==> config.mk <==
export PLATFORM = sky130hd
export DESIGN_NAME = key_direction_ctrl
export DESIGN_NICKNAME = d
export VERILOG_FILES = /design/src/rtl/game_pkg.sv /design/src/rtl/key_debounce.sv /design/src/rtl/key_direction_ctrl.sv
export SDC_FILE = /design/constraint.sdc
export NUM_CORES = 1
export LEC_CHECK = 0
export ABC_AREA = 1
export CAP_MARGIN = 10
export CELL_PAD_IN_SITES_DETAIL_PLACEMENT = 0
export CELL_PAD_IN_SITES_GLOBAL_PLACEMENT = 1
export CORE_MARGIN = 5
export CORE_UTILIZATION = 43
export CTS_BUF_LIST = sky130_fd_sc_hd__clkbuf_16
export CTS_CLUSTER_DIAMETER = 40
export DETAILED_ROUTE_END_ITERATION = 8
export GPL_ROUTABILITY_DRIVEN = 0
export GPL_TIMING_DRIVEN = 0
export PLACE_DENSITY = 0.82
export SKIP_LAST_GASP = 1
export SLEW_MARGIN = 20
export SYNTH_ARGS = -nofsm -noshare
export SYNTH_HDL_FRONTEND = slang
export SYNTH_SLANG_ARGS = --single-unit
==> constraint.sdc <==
create_clock -name CLOCK_50 -period 4.2 [get_ports CLOCK_50]
set_input_delay 0.84 -clock CLOCK_50 [delete_from_list [all_inputs] [get_ports CLOCK_50]]
set_output_delay 0.84 -clock CLOCK_50 [all_outputs]
set_load 0.1 [all_outputs]
==> src/rtl/game_pkg.sv <==
// Direction encoding and helpers shared between the key conditioning stage
// and gameController.
package game_pkg;

    typedef enum logic [1:0] {
        DIR_UP    = 2'b00,
        DIR_DOWN  = 2'b01,
        DIR_LEFT  = 2'b10,
        DIR_RIGHT = 2'b11
    } dir_t;

    typedef struct packed {
        logic valid;
        dir_t dir;
    } dir_req_t;

    localparam int NUM_KEYS = 5;

    // UP<->DOWN and LEFT<->RIGHT differ only in the low bit.
    function automatic dir_t opposite(input dir_t d);
        return dir_t'({d[1], ~d[0]});
    endfunction

    // Fixed priority UP > DOWN > LEFT > RIGHT; lower-priority presses are dropped.
    function automatic dir_req_t pick_request(input logic [3:0] p);
        dir_req_t r;
        r.valid = 1'b1;
        r.dir   = DIR_RIGHT;
        if (p[0])      r.dir = DIR_UP;
        else if (p[1]) r.dir = DIR_DOWN;
        else if (p[2]) r.dir = DIR_LEFT;
        else if (p[3]) r.dir = DIR_RIGHT;
        else           r.valid = 1'b0;
        return r;
    endfunction

endpackage

==> src/rtl/key_debounce.sv <==
// One push-button: two-flop synchroniser, polarity normalisation, debounce
// counter and a registered one-cycle press pulse on the accepted 0->1 edge.
module key_debounce #(
    parameter int DEBOUNCE_CYCLES = 1_000_000,
    parameter bit KEY_ACTIVE_LOW  = 1'b1
) (
    input  logic clk,
    input  logic rst,
    input  logic raw,
    output logic pulse
);

    localparam int              CNT_W    = $clog2(DEBOUNCE_CYCLES);
    localparam logic            RELEASED = KEY_ACTIVE_LOW;
    localparam logic [CNT_W-1:0] CNT_LAST = CNT_W'(DEBOUNCE_CYCLES - 1);

    logic             sync_p0;
    logic             sync_p1;
    logic             synced;
    logic             stable;
    logic             stable_d;
    logic [CNT_W-1:0] cnt;

    assign synced = sync_p1 ^ KEY_ACTIVE_LOW;

    always_ff @(posedge clk or posedge rst) begin
        if (rst) begin
            sync_p0  <= RELEASED;
            sync_p1  <= RELEASED;
            stable   <= 1'b0;
            stable_d <= 1'b0;
            cnt      <= '0;
            pulse    <= 1'b0;
        end else begin
            // synchroniser stage
            sync_p0  <= raw;
            sync_p1  <= sync_p0;
            // debounce stage: any return to the stable level restarts the count
            if (synced != stable) begin
                if (cnt == CNT_LAST) begin
                    stable <= synced;
                    cnt    <= '0;
                end else begin
                    cnt <= cnt + 1'b1;
                end
            end else begin
                cnt <= '0;
            end
            // edge stage
            stable_d <= stable;
            pulse    <= stable & ~stable_d;
        end
    end

endmodule

==> src/rtl/key_direction_ctrl.sv <==
// Conditions the five game buttons and keeps the committed movement direction
// plus a one-entry pending request consumed on each game tick.
module key_direction_ctrl
    import game_pkg::*;
#(
    parameter int DEBOUNCE_CYCLES = 1_000_000,
    parameter bit KEY_ACTIVE_LOW  = 1'b1
) (
    input  logic       CLOCK_50,
    input  logic       reset,
    input  logic       keyUp,
    input  logic       KeyDown,
    input  logic       keyLeft,
    input  logic       keyRight,
    input  logic       keyRestart,
    input  logic       tick,
    output logic [1:0] dir,
    output logic       dir_changed,
    output logic [3:0] press,
    output logic       restart_pulse
);

    logic [NUM_KEYS-1:0] raw_keys;
    logic [NUM_KEYS-1:0] pulses;

    assign raw_keys = {keyRestart, keyRight, keyLeft, KeyDown, keyUp};

    for (genvar i = 0; i < NUM_KEYS; i++) begin : g_key
        key_debounce #(
            .DEBOUNCE_CYCLES(DEBOUNCE_CYCLES),
            .KEY_ACTIVE_LOW (KEY_ACTIVE_LOW)
        ) u_key (
            .clk  (CLOCK_50),
            .rst  (reset),
            .raw  (raw_keys[i]),
            .pulse(pulses[i])
        );
    end

    assign press         = pulses[3:0];
    assign restart_pulse = pulses[NUM_KEYS-1];

    dir_t     dir_q;
    dir_t     pend_dir;
    logic     pend_valid;
    logic     commit;
    dir_t     ref_dir;
    dir_req_t req;
    logic     accept;

    assign dir = dir_q;

    // Legality is judged against the direction that will hold after this cycle's commit.
    always_comb begin
        req     = pick_request(press);
        commit  = tick & pend_valid;
        ref_dir = commit ? pend_dir : dir_q;
        accept  = req.valid && (req.dir != ref_dir) && (req.dir != opposite(ref_dir));
    end

    always_ff @(posedge CLOCK_50 or posedge reset) begin
        if (reset) begin
            dir_q       <= DIR_RIGHT;
            dir_changed <= 1'b0;
            pend_valid  <= 1'b0;
            pend_dir    <= DIR_RIGHT;
        end else begin
            dir_changed <= 1'b0;
            if (restart_pulse) begin
                dir_q       <= DIR_RIGHT;
                pend_valid  <= 1'b0;
                dir_changed <= (dir_q != DIR_RIGHT);
            end else begin
                if (commit) begin
                    dir_q       <= pend_dir;
                    dir_changed <= (pend_dir != dir_q);
                end
                if (accept) begin
                    pend_valid <= 1'b1;
                    pend_dir   <= req.dir;
                end else if (tick) begin
                    pend_valid <= 1'b0;
                end
            end
        end
    end

endmodule

### Yosys cells after proc, flatten, opt, wreduce, memory -nomap -nowiden

Index checks and enable logic that the tools add are counted.

* register bits after elaboration: 131
* input bits: 8
* output and inout port bits: 8
* word-level logic and storage cells: 104

* add/sub/neg operators: 5
* equality and inequality tests: 14
* multiplexer cells: 24
* bitwise operators: 18
* reduce and logical (&&, ||, !) cells: 9

Operators by type and width (count)
* $mux 20: 10
* $add 20x1->20 const B: 5
* $eq 20x20->1 const B: 5
* $not 1->1: 12
* $reduce_and 2->1: 6
* $mux 1: 10
* $mux 2: 4
* $and 1x1->1: 6
* $ne 2x2->1: 3
* $ne 1x1->1: 5
* $reduce_bool 3->1: 1
* $logic_and 1x1->1: 2
* $ne 2x2->1 const B: 1

### Longest topological paths before layout

* depth in word-level cells: 8
* depth in mapped cells: 9
* depth with buffers taken out: 9

### Modules after synthesis

A second synthesis with hierarchy kept.

* cells, all modules: 869
* area total of the unflattened synthesis: 7193.1 um^2

By module, submodules not included
* key_debounce: times used 5, cells each 165, area each 1372.6 um^2
* key_direction_ctrl: times used 1, cells each 44, area each 330.3 um^2

### Least setup slack after synthesis

No wires, ideal clock.

* kind: reg2out
* start: register g_key[4].u_key.pulse
* end: output restart_pulse
* arrival time: 0.908 ns
* required time: 3.360 ns
* setup slack: 2.452 ns
* stages on the path, launching flop included: 1
* path through: dfrtp_1

RTL lines
* start: declaration: RTL line key_debounce.sv:10 `output logic pulse`
* start signal: assignment: RTL line key_debounce.sv:51 `pulse <= stable & ~stable_d;`
* end: declaration: RTL line key_direction_ctrl.sv:20 `output logic restart_pulse`

No word-level cell between the ends.

### Worst setup path in the final report

* start: register dir_q[1], in the netlist dir[1]
* end: output dir[1]

RTL lines
* start: declaration: RTL line key_direction_ctrl.sv:43 `dir_t dir_q;`
* start signal: assignment: RTL line key_direction_ctrl.sv:75 `dir_q <= pend_dir;`
* end: declaration: RTL line key_direction_ctrl.sv:17 `output logic [1:0] dir,`

No word-level cell between the ends.

==> out/metrics.yaml <==
final_common_cell: "nor2_1"
drt-wirelength-per-cell_um: 11.8
synthFlopType: "dfrtp_1"
slowest_delay_ps: 1160
fin_tns_setup_ps: 0
drv_cap: 0
wirelength_um: 12900
nFillCells: 1488
synth.largest_area_cell: "dfrtp_1"
cts_buffers: 17
die_h_um: 136
clock_sinks: 131
async_reset_ff_share_pct: 100
grt_max_degree: 32
multi_input_area_um2: 3090
postCtsSetupBuffers: 0
mostFrequentLayoutCells: "182 x nor2_1, 153 x nand2_1, 117 x dfrtp_1, 95 x inv_1, 43 x nand3_1"
drc_errors: 0
grt_pass1_wl_um: 22600
grt.overflow.total: 0
cts_resized: 0
ant_nets: 0
fin_crit_sh_pct: 70.5
nNetsFinal: 878
port_buffers: 15
syn-num-nets: 840
vias: 5025
clockBufferDepth: 2
power.density_nw_per_um2: 381
first_pass_iters: 7
setup_viol: 0
synth_top_area_share_pct: 43.0
clk_latency_ps: 410
cp.required_ps: 3360
utilization_pct: 50.0
seq_area_frac_synth_pct: 48.4
p_leak_nw: 3.41
regArea_um2: 3300
dpl.hpwl_um: 9370
htreeDepth: 4
ir_drop_v: 0.000265
yosys-top-cells-area: "dfrtp_1 43%, nor2_1 10%, nand2_1 8.4%, dfstp_2 5.4%, inv_1 5.0%"
ys_ff_latch: 131
worstMarginPinSlew_ps: 1000
hold_path.class: "reg -> reg"
path_clk_slew_ps: 50
max_freq_mhz: 338
dieArea_um2: 18400
grt_pass1_vias: 4916
rows: 46
critPathTopFamily: "buffers and inverters"
synth_edf_count: 0
viasPerCell: 4.60
critPathKind: "reg -> out"
diodes: 0
io_pins: 16
synthCells: 827
root_buffer: "clkbuf_16"
report.final.hold_viol_count: 0
status: "completed"
core_um2: 15700
cp-start-kind: "flop"
hold_buffers: 0
maxSlewHeadroom_pct: 33.0
endpoint_kind: "output port"
syn_avg_cell_area_um2: 8.23
crit_buf_inv: 1
min_period_ps: 2960
cp.arrival_ps: 2120
cts_tree: "yes"
slew_viol_final: 0
die_w_um: 136
rsz0062_at_grt: "false"
cp_max_fo: 4
start_util_pct: 43.3
drtIter0Drc: 352
grt_use_total_pct: 15.2
ys_types: 32
drive_above_1_share_pct: 15.6
syn_area_um2: 6810
ys_warn_count: 0
antenna_found_initial: 0
fin_worst_skew_ps: 6.95
syn_to_final_growth_pct: 15.3
path_cells: "clkdlybuf4s50_1"
cp_slowest_cell: "clkdlybuf4s50_1"
==> per-stage QoR <==
stage	setup WS [ps]	instance area (um^2)	instances	total power [mW]	hold slack [ps]
6_report	1240	7850	1092	2.99	354
3_5_place_dp	1670	7320	1062	1.67	348
5_1_grt	1190	7850	1092	3.13	361
3_3_place_gp	466	7230	1058	1.66	346
4_1_cts	1220	7850	1092	3.04	356
2_1_floorplan	1750	6810	827	1.59	345
==> power breakdown <==
part           total (mW)  internal, mW  switching [mW]
clock                1.34         0.844           0.500
sequential           1.36          1.33          0.0322
combinational       0.291        0.0805           0.211
==> synth_stat cells (3+ instances only) <==
| cell | count |
|---|---|
| inv_2 | 11 |
| nor3_2 | 5 |
| nand3b_1 | 4 |
| nand2_2 | 19 |
| nand4_1 | 9 |
| ha_1 | 5 |
| xnor2_1 | 12 |
| dfrtp_1 | 117 |
| inv_1 | 91 |
| nor3b_1 | 6 |
| nand2_1 | 153 |
| buf_4 | 4 |
| a31oi_1 | 3 |
| nor2_1 | 182 |
| nor2_4 | 12 |
| xor2_1 | 39 |
| nand3_1 | 43 |
| nand3_2 | 10 |
| nor2_2 | 23 |
| nor3_1 | 17 |
| a21oi_1 | 17 |
| nand2_4 | 7 |
| dfstp_2 | 14 |
| o21ai_0 | 16 |
==> area by class of cell <==
class,count,area share [%]
plain buffers,4,0.382
clock buffers,17,5.42
clock inverters,13,1.35
inverters,103,5.04
multi-input cells,589,39.4
flip-flops and latches,131,42.0
well taps,216,3.44
repair buffers,19,3.03
==> routing by layer <==
metal  GRT usage [%]  routed length (um)
met5               0                   0
met4            5.54                 212
met3            3.40                 355
met2            23.4                5710
met1            21.2                6580
==> flip-flops by register name, summed over array words and instances, names as in the netlist <==
register and flops:
g_key.u_key.sync_p1 5, pend_dir 2, g_key.u_key.pulse 5, pend_valid 1, g_key.u_key.stable_d 5, dir_changed 1, g_key.u_key.sync_p0 5, dir 2
g_key.u_key.stable 5, g_key.u_key.cnt 100
==> cells by family (layout without fill, tap and decap cells) <==
| kind of cell | after synthesis | count (layout) | share of synthesized area, % |
|---|---|---|---|
| flip-flops | 131 | 131 | 48.4 |
| adder cells (fa/ha/maj) | 5 | 5 | 0.919 |
| AND/OR/NAND/NOR | 494 | 494 | 34.9 |
| AO/OA/AOI/OAI | 39 | 39 | 2.98 |
| buffers and inverters | 107 | 156 | 6.19 |
| XOR/XNOR | 51 | 51 | 6.56 |
==> worst paths after layout <==
check,end,cells after the start,start,slack [ps]
hold reg to reg,g_key[3].u_key.sync_p1,0,g_key[3].u_key.sync_p0,350
max in group asynchronous,dir[0],4,reset,2450
min in group asynchronous,g_key[0].u_key.cnt[4],2,reset,890
hold / removal,g_key[3].u_key.sync_p1,0,g_key[3].u_key.sync_p0,350
setup / recovery,dir[1],1,dir[1],1240
setup reg to reg,g_key[4].u_key.cnt[19],8,g_key[4].u_key.cnt[0],2610
Power figures use the tool's default switching activity.
